$ cat config.mk
export PLATFORM = sky130hd
export DESIGN_NAME = controle_cronometro
export DESIGN_NICKNAME = d
export VERILOG_FILES = /design/src/rtl/controle_cronometro_pkg.sv /design/src/rtl/controle_cronometro_gerador_pulso.sv /design/src/rtl/controle_cronometro.sv
export SDC_FILE = /design/constraint.sdc
export NUM_CORES = 1
export LEC_CHECK = 0
export ABC_AREA = 1
export BUFFER_PORTS_ARGS = -buffer_cell sky130_fd_sc_hd__buf_4
export CORE_AREA = 5 5 114 116
export CTS_BUF_LIST = sky130_fd_sc_hd__clkbuf_4 sky130_fd_sc_hd__clkbuf_8
export CTS_CLUSTER_DIAMETER = 50
export DETAILED_ROUTE_END_ITERATION = 6
export DIE_AREA = 0 0 119 121
export GPL_TIMING_DRIVEN = 0
export PLACE_DENSITY = 0.47
export SYNTH_ARGS = -nofsm -noshare
export SYNTH_HDL_FRONTEND = slang
export SYNTH_SLANG_ARGS = --single-unit
$ cat constraint.sdc
create_clock -name clock -period 1.8 [get_ports clock]
set_input_delay 0.36 -clock clock [delete_from_list [all_inputs] [get_ports clock]]
set_output_delay 0.36 -clock clock [all_outputs]
set_load 0.005 [all_outputs]
$ cat src/rtl/controle_cronometro_pkg.sv
// Shared types and constants for the stopwatch sequencing controller.
package pacote_cronometro;

    // Controller states; encodings are visible on the estado port.
    typedef enum logic [1:0] {
        ZERADO   = 2'b00,
        CONTANDO = 2'b01,
        PAUSADO  = 2'b10,
        VOLTA    = 2'b11
    } estado_t;

    localparam int unsigned NUM_DIGITOS = 4;

endpackage

$ cat src/rtl/controle_cronometro_gerador_pulso.sv
// Modulo-DIVISOR divider with enable and synchronous clear.
// pulso is high while enabled and sitting on the terminal count.
module gerador_pulso #(
    parameter int unsigned DIVISOR = 10
) (
    input  logic clock,
    input  logic resetN,
    input  logic habilitar,
    input  logic zerar,
    output logic pulso
);

    localparam int unsigned LARGURA = $clog2(DIVISOR);
    localparam logic [LARGURA-1:0] TERMINAL = LARGURA'(DIVISOR - 1);

    logic [LARGURA-1:0] contagem;

    // Count 0..DIVISOR-1 while enabled, hold otherwise; clear has priority.
    always_ff @(posedge clock or negedge resetN) begin
        if (!resetN) begin
            contagem <= '0;
        end else if (zerar) begin
            contagem <= '0;
        end else if (habilitar) begin
            if (contagem == TERMINAL) begin
                contagem <= '0;
            end else begin
                contagem <= contagem + 1'b1;
            end
        end
    end

    assign pulso = habilitar && (contagem == TERMINAL);

endmodule

$ cat src/rtl/controle_cronometro.sv
// Stopwatch sequencing controller: button conditioning, start/pause/lap/clear
// FSM, one-second count-enable and 4-digit display scan.
// Optional feature: define DEBOUNCE_EN to insert a stability filter per button.
module controle_cronometro
    import pacote_cronometro::*;
#(
    parameter int unsigned DIVISOR_SEGUNDO   = 50_000_000,
    parameter int unsigned DIVISOR_VARREDURA = 50_000,
    parameter int unsigned FILTRO_CICLOS     = 1_000_000
) (
    input  logic       clock,
    input  logic       resetN,
    input  logic       botaoIniciar,
    input  logic       botaoZerar,
    input  logic       botaoVolta,
    output logic       pulsoSegundo,
    output logic       limpar,
    output logic       congelar,
    output logic [1:0] indiceDigito,
    output logic [3:0] digitoAtivo,
    output logic [1:0] estado
);

    // Bit order for all button vectors: {volta, zerar, iniciar}.
    logic [2:0] botoes;
    logic [2:0] sinc1, sinc2;
    logic [2:0] nivel;
    logic [2:0] anterior;
    logic [2:0] eventos;

    estado_t estado_atual, estado_proximo;
    logic    gera_limpar;
    logic    contando;
    logic    zera_segundo;
    logic    passo_varredura;

    assign botoes = {botaoVolta, botaoZerar, botaoIniciar};

    // Two-flop synchronizer for the asynchronous push-buttons.
    always_ff @(posedge clock or negedge resetN) begin
        if (!resetN) begin
            sinc1 <= '0;
            sinc2 <= '0;
        end else begin
            sinc1 <= botoes;
            sinc2 <= sinc1;
        end
    end

`ifdef DEBOUNCE_EN
    localparam int unsigned LARGURA_FILTRO = $clog2(FILTRO_CICLOS + 1);
    localparam logic [LARGURA_FILTRO-1:0] FILTRO_FIM = LARGURA_FILTRO'(FILTRO_CICLOS - 1);

    logic [2:0]                filtrado;
    logic [LARGURA_FILTRO-1:0] contagem_filtro [3];

    // Accept a new level only after it differs for FILTRO_CICLOS consecutive cycles.
    always_ff @(posedge clock or negedge resetN) begin
        if (!resetN) begin
            filtrado <= '0;
            for (int unsigned i = 0; i < 3; i++) begin
                contagem_filtro[i] <= '0;
            end
        end else begin
            for (int unsigned i = 0; i < 3; i++) begin
                if (sinc2[i] != filtrado[i]) begin
                    if (contagem_filtro[i] == FILTRO_FIM) begin
                        filtrado[i]        <= sinc2[i];
                        contagem_filtro[i] <= '0;
                    end else begin
                        contagem_filtro[i] <= contagem_filtro[i] + 1'b1;
                    end
                end else begin
                    contagem_filtro[i] <= '0;
                end
            end
        end
    end

    assign nivel = filtrado;
`else
    assign nivel = sinc2;
`endif

    // Edge-detector register: one event per press, however long it is held.
    always_ff @(posedge clock or negedge resetN) begin
        if (!resetN) begin
            anterior <= '0;
        end else begin
            anterior <= nivel;
        end
    end

    assign eventos = nivel & ~anterior;

    // Next-state logic; zerar beats iniciar beats volta.
    always_comb begin
        estado_proximo = estado_atual;
        gera_limpar    = 1'b0;
        if (eventos[1]) begin
            estado_proximo = ZERADO;
            gera_limpar    = 1'b1;
        end else if (eventos[0]) begin
            case (estado_atual)
                CONTANDO, VOLTA: estado_proximo = PAUSADO;
                default:         estado_proximo = CONTANDO;
            endcase
        end else if (eventos[2]) begin
            case (estado_atual)
                CONTANDO: estado_proximo = VOLTA;
                VOLTA:    estado_proximo = CONTANDO;
                default:  estado_proximo = estado_atual;
            endcase
        end
    end

    // State register plus registered limpar/congelar aligned with the new state.
    always_ff @(posedge clock or negedge resetN) begin
        if (!resetN) begin
            estado_atual <= ZERADO;
            limpar       <= 1'b0;
            congelar     <= 1'b0;
        end else begin
            estado_atual <= estado_proximo;
            limpar       <= gera_limpar;
            congelar     <= (estado_proximo == VOLTA);
        end
    end

    assign estado   = estado_atual;
    assign contando = (estado_atual == CONTANDO) || (estado_atual == VOLTA);
    // Clearing on the next state zeroes the prescaler on the edge that enters ZERADO.
    assign zera_segundo = (estado_proximo == ZERADO);

    gerador_pulso #(
        .DIVISOR(DIVISOR_SEGUNDO)
    ) u_prescaler_segundo (
        .clock    (clock),
        .resetN   (resetN),
        .habilitar(contando),
        .zerar    (zera_segundo),
        .pulso    (pulsoSegundo)
    );

    gerador_pulso #(
        .DIVISOR(DIVISOR_VARREDURA)
    ) u_prescaler_varredura (
        .clock    (clock),
        .resetN   (resetN),
        .habilitar(1'b1),
        .zerar    (1'b0),
        .pulso    (passo_varredura)
    );

    // Digit scan index, advanced once per scan period.
    always_ff @(posedge clock or negedge resetN) begin
        if (!resetN) begin
            indiceDigito <= '0;
        end else if (passo_varredura) begin
            if (indiceDigito == 2'(NUM_DIGITOS - 1)) begin
                indiceDigito <= '0;
            end else begin
                indiceDigito <= indiceDigito + 1'b1;
            end
        end
    end

    assign digitoAtivo = NUM_DIGITOS'(1) << indiceDigito;

endmodule

### Yosys cells after proc, flatten, opt, wreduce, memory -nomap -nowiden

Cells that the tools add are included.

* memory bits (read-only): 0
* word-level logic and storage cells: 37
* flip-flop bits (word level): 57
* memories: 0
* latch bits: 0
* RAM bits: 0

* eq/ne operators: 6
* bitwise logic cells: 2
* add/subtract/negate cells: 3
* muxes and demuxes: 11
* magnitude comparators: 0
* shift operators: 1
* reductions and logical operators: 5
* multiply operators: 0
* divide/modulo/power cells: 0

Operators with widths (count)
* 2-to-1 mux 26 bit: 3
* adder 26 x 1 -> 26 bit, second input constant: 1
* == test 26 bit, second input constant: 1
* adder 16 x 1 -> 16 bit, second input constant: 1
* == test 16 bit, second input constant: 1
* 2-to-1 mux 16 bit: 1
* 2-to-1 mux 2 bit: 5
* == test 2 bit, second input constant: 3
* one-hot mux 2 bit (2 select lines): 1
* << shifter 1 x 2 -> 4 bit, first input constant: 1
* bitwise AND 3 bit: 1
* inverter 3 bit: 1
* adder 2 x 1 -> 2 bit, second input constant: 1
* == test 2 x 1 -> 1 bit, second input constant: 1
* logical NOT 2 bit: 1
* nonzero test 2 bit: 1
* OR reduction 2 bit: 1
* logical AND 1 bit: 1
* logical OR 1 bit: 1
* 2-to-1 mux 1 bit: 1

### Longest topological paths before layout

* depth after elaboration: 7
* gate-level depth with buffers: 15
* gate-level depth less buffers: 14

### Modules after synthesis

A second synthesis with hierarchy kept.

* cells, all modules: 449
* area total of the unflattened synthesis: 3412.0 sq um

Modules (own cells, without submodules)
* gerador_pulso at u_prescaler_segundo: instances 1, cells an instance 246, area each 1687.9 sq um
* gerador_pulso at u_prescaler_varredura: instances 1, cells an instance 144, area each 1077.3 sq um
* controle_cronometro: instances 1, cells an instance 59, area each 646.9 sq um

### Worst setup path before layout

No wires, ideal clock.

* path type: register to register
* start point: reg estado_atual[0], in the netlist estado[0]
* end point: reg u_prescaler_segundo.contagem[21]
* data required time: 1.681 ns
* path buffers: 2
* setup slack: 0.183 ns
* period minus slack after synthesis: 1.617 ns
* stages on the path, launching flop included: 10
* data arrival time: 1.498 ns
* path through: dfrtp_1 > ha_1 > nor2_4 > a21oi_1 > o21ai_1 > nand2_1 > buf_6 > buf_6 > nand3_1 > nand2_1

* longest elaborated chain between the ends: 7

RTL lines
* start, declared: RTL line controle_cronometro.sv:31 `estado_t estado_atual, estado_proximo;`
* start signal, assigned: RTL line controle_cronometro.sv:124 `estado_atual <= estado_proximo;`
* == test 2 bit / == test 2 x 1 -> 1 bit (equally long branches): RTL line controle_cronometro.sv:104, controle_cronometro.sv:109, controle_cronometro.sv:131
* one-hot mux 2 bit (2 select lines) / OR reduction 2 bit (equally long branches): RTL line controle_cronometro.sv:109, controle_cronometro.sv:104
* 2-to-1 mux 2 bit, on equally long branches: RTL line controle_cronometro.sv:108, controle_cronometro.sv:104
* 2-to-1 mux 2 bit: RTL line controle_cronometro.sv:103 `end else if (eventos[0]) begin`
* 2-to-1 mux 2 bit: RTL line controle_cronometro.sv:100 `if (eventos[1]) begin`
* logical NOT 2 bit: RTL line controle_cronometro.sv:133 `assign zera_segundo = (estado_proximo == ZERADO);`
* 2-to-1 mux 26 bit / nonzero test 2 bit (equally long branches)
* end signal, assigned: RTL line controle_cronometro_gerador_pulso.sv:28 `contagem <= contagem + 1'b1;`
* end, declared: RTL line controle_cronometro_gerador_pulso.sv:16 `logic [LARGURA-1:0] contagem;`

Parallel ways exist; a longest one is shown, timed or not.
A chain may end at the register's enable or synchronous reset.

### Final worst setup path

* start point: reg u_prescaler_segundo.contagem[24]
* end point: out pulsoSegundo

* longest elaborated chain between the ends: 2

RTL lines
* == test 26 bit: RTL line controle_cronometro_gerador_pulso.sv:33 `assign pulso = habilitar && (contagem == TERMINAL);`
* logical AND 1 bit: RTL line controle_cronometro_gerador_pulso.sv:33
* end, declared: RTL line controle_cronometro.sv:16 `output logic pulsoSegundo,`

Every way passes these cells.

==> results by group <==
Timing
  – RSZ-0062 raised after global routing: yes
  – Top achievable clock speed: 511.4 MHz
  – Worst Skew: 0.01181 ns
  – Min cycle time layout: 1.955 ns
  – Tightest Pin Transition: 0.7288 ns
  – Final setup vio count: 1
  – Setup WS post-layout: -0.1553 ns
  – Fin. max-slew vios: 0
  – Tcrit/Tclk final: 108.6%
  – Final-report hold violation count: 0
  – Slew HR: 51.41%

Cells and area
  – Synth-to-layout area growth: 26.72%
  – Ant diodes: 0
  – Nets@finish: 500
  – Share of layout cells above drive strength 1: 19.96%
  – Post-Route Utilization: 35.82%
  – Fin cells: 638

Yosys
  – Synth area leader: dfrtp_1
  – Synth Net Count: 456
  – Count leader, synth: nand2_1
  – Adder-Cell Fraction of Synth Area: 3.373%
  – Synth top area cells: dfrtp_1 43%, nand2_1 12%, nand3_1 7.9%, inv_1 6.0%, nor2_1 6.0%
  – Xor/xnor share of the synthesized area: 5.510%
  – Area share of and/or/nand/nor cells after synthesis: 37.44%
  – Ys flop type: dfrtp_1
  – Synth Register Bits: 57
  – Most instantiated cells after synthesis: 111 x nand2_1, 57 x dfrtp_1, 53 x inv_1, 53 x nand3_1, 53 x nor2_1
  – Register area share after synthesis: 42.73%
  – EDFF count, synth: 0
  – Post-synthesis mux area share: 0%
  – Complex-gate fraction of the synthesized area: 2.399%
  – Post-synth ARST share: 100.0%
  – Syn Area/Cell: 7.552 um^2
  – Cell area after synthesis: 3338 um^2
  – Synth Instances: 442
  – Main combinational cell family by area after synthesis: simple AND/OR/NAND/NOR gates
  – Synth unique cells: 27
  – Share of Yosys cell area claimed by the top area cell type: 42.73%
  – Warnings from Yosys: 0

Floorplan
  – Core box area: 11810 um^2
  – IO Count: 16
  – DIE WIDTH: 119 um
  – Chip height: 121 um
  – Starting density of the core: 28.26%
  – Cell Rows: 40
  – DIE AREA: 14400 um^2

Run status
  – Status: complete, but fails checks
  – Failing checks: negative setup slack

Worst setup path
  – Worst Path Max Fanout: 4
  – Element type at the critical path start: flip-flop
  – Crit path capture: pulsoSegundo
  – Worst setup EP type: output port
  – FF-to-FF setup slack: 0.06 ns
  – Signal arrival time at the worst endpoint: 1.60 ns
  – Setup CP Type: flip-flop to output port
  – Origin of the worst setup path: u_prescaler_segundo.contagem[24]
  – FF-to-FF Start: estado[0]
  – CP required: 1.44 ns
  – RR Endpoint: u_prescaler_segundo.contagem[16]
  – Worst Reg-to-Reg Cells: 10

Place
  – RD Place Congestion: 0.8666
  – Number of port buffers: 15
  – Placed insts: 604
  – DP HPWL: 5813 um

CTS
  – Clk sinks: 57
  – CTS tree: done
  – Hold buffer count at CTS: 0
  – Clk root buf: clkbuf_8
  – TritonCTS Buffers: 9
  – # H-tree levels: 3
  – Clock-pin slew on the worst setup and hold paths: 0.07 ns
  – Maximum clock insertion buffer count: 2
  – Clk_lat worst skew: 0.35 ns

Power and ir drop
  – Maximum vdd drop: 0.4581 mV
  – Total power: 3.543 mW
  – Pleak: 2.027 nW
  – Pwr dens: 837.6 nW/um^2

Routing
  – 1st-iter DRT viols: 187
  – Final WL: 8602 um
  – Avg Vias per Cell: 4.688
  – Vias: 2991
  – Remaining DRCs: 0
  – Pre-antenna DRT Iters: 5
  – Routed Antenna Nets: 0
  – Wire per inst: 13.48 um

Global route
  – Total GRT Usage: 12.12%
  – First-pass GRT wire length: 13970 um
  – Gr ovfl total: 0
  – Antenna violations before repair: 0
  – Vias in the first global route: 2924
  – Maximum number of pins on one net before global-route repair: 58

Hold path
  – Hold crit path type: input port to asynchronous set/reset pin

Flow run
  – Max cap viols: 0
==> sequential cells by signal, summed over array words and instances, names as in the netlist, 2 cells and up <==
register                        count
u_prescaler_segundo.contagem       26
u_prescaler_varredura.contagem     16
anterior                            3
nivel                               3
sinc1                               3
estado                              2
indiceDigito                        2
==> layout make-up <==
class | count | area, um^2
Inverter | 55 | 209.0
Fill cell | 1230 | 7581
Timing Repair Buffer | 33 | 316.6
Clock inverter | 4 | 75.07
Buffer | 11 | 113.9
Multi-Input combinational cell | 319 | 1742
Sequential cell | 57 | 1431
Clock buffer | 12 | 158.9
Tap cell | 147 | 183.9
==> kinds of logic (layout without fill, tap and decap cells) <==
family          Yosys count  in the layout
xor+xnor                 21             21
fa+ha+maj                 9              9
compound gates           16             16
buf+inv                  66            115
simple gates            273            273
flops                    57             57
==> cell usage in the layout (no fill, tap or decap), types with 3 or more instances in the layout <==
cell       netlist  layout
nand4_1         24      24
nand3_1         53      50
clkbuf_8         0      11
nand3b_1         4       4
a21oi_1          4       3
nor2_4           3       3
clkbuf_16        0       3
buf_4            1      30
dfrtp_1         57      53
xor2_1          15      15
buf_12           0       3
nor2_2           5       8
inv_2            2       3
nand3_2          0       3
nand2_2          4       7
ha_1             9       7
nand2_4          1       3
o21ai_0         11       9
nand2_1        111     106
dfrtp_2          0       4
nor3_1           8       6
inv_1           53      51
nor4_1           4       3
xnor2_1          6       6
nor2_1          53      50
==> per-layer routing <==
metal | track usage, % | routed length (um) | vias to the layer above
li1 | - | - | 1512
met1 | 15.02 | 3972 | 1407
met2 | 19.64 | 4084 | 58
met3 | 4.103 | 403 | 14
met4 | 4.345 | 141 | 0
met5 | 0 | 0 | -
==> through the flow <==
step | hold slack [ns] | TNS, ns | worst slack [ns] | area, um^2
final | 0.04824 | -0.1553 | -0.1553 | 4230
after global routing | 0.09556 | -0.4611 | -0.2586 | 4230
after CTS | 0.09303 | -0.2145 | -0.2122 | 3954
after detailed placement | 0.3358 | -1.684 | -0.2478 | 3635
after global placement | 0.3317 | -0.8057 | -0.2466 | 3635
after floorplan | 0.06441 | 0 | 0.1830 | 3338
==> how the worst min path moves through the flow <==
stage	startpoint	to	cells after the start
2_1_floorplan	resetN	anterior[0]	0
3_3_place_gp	sinc1[0]	nivel[0]	0
3_5_place_dp	sinc1[2]	nivel[2]	0
4_1_cts	resetN	u_prescaler_segundo.contagem[20]	1
5_1_grt	botaoVolta	sinc1[2]	1
6_report	resetN	u_prescaler_segundo.contagem[10]	1
==> where the power goes <==
| part | switching [mW] | internal (mW) |
|---|---|---|
| logic | 0.416 | 0.356 |
| clock network | 0.555 | 0.870 |
| registers | 0.0283 | 1.32 |
==> worst max-delay path, stage by stage, from the launching register on <==
cell and delay [ns]:
dfrtp_1 0.40, inv_2 0.11, nand2_4 0.06, nor4_4 0.27, nand3_2 0.13, nor3_4 0.14
buf_4 0.13
==> what timing repair did <==
item	CTS	global route
resized for setup	14	32
gates cloned	0	3
endpoints found under the setup margin	25	28
pin swaps	4	6
setup buffers	6	9
Note: power is estimated with default switching activity, not from simulation.
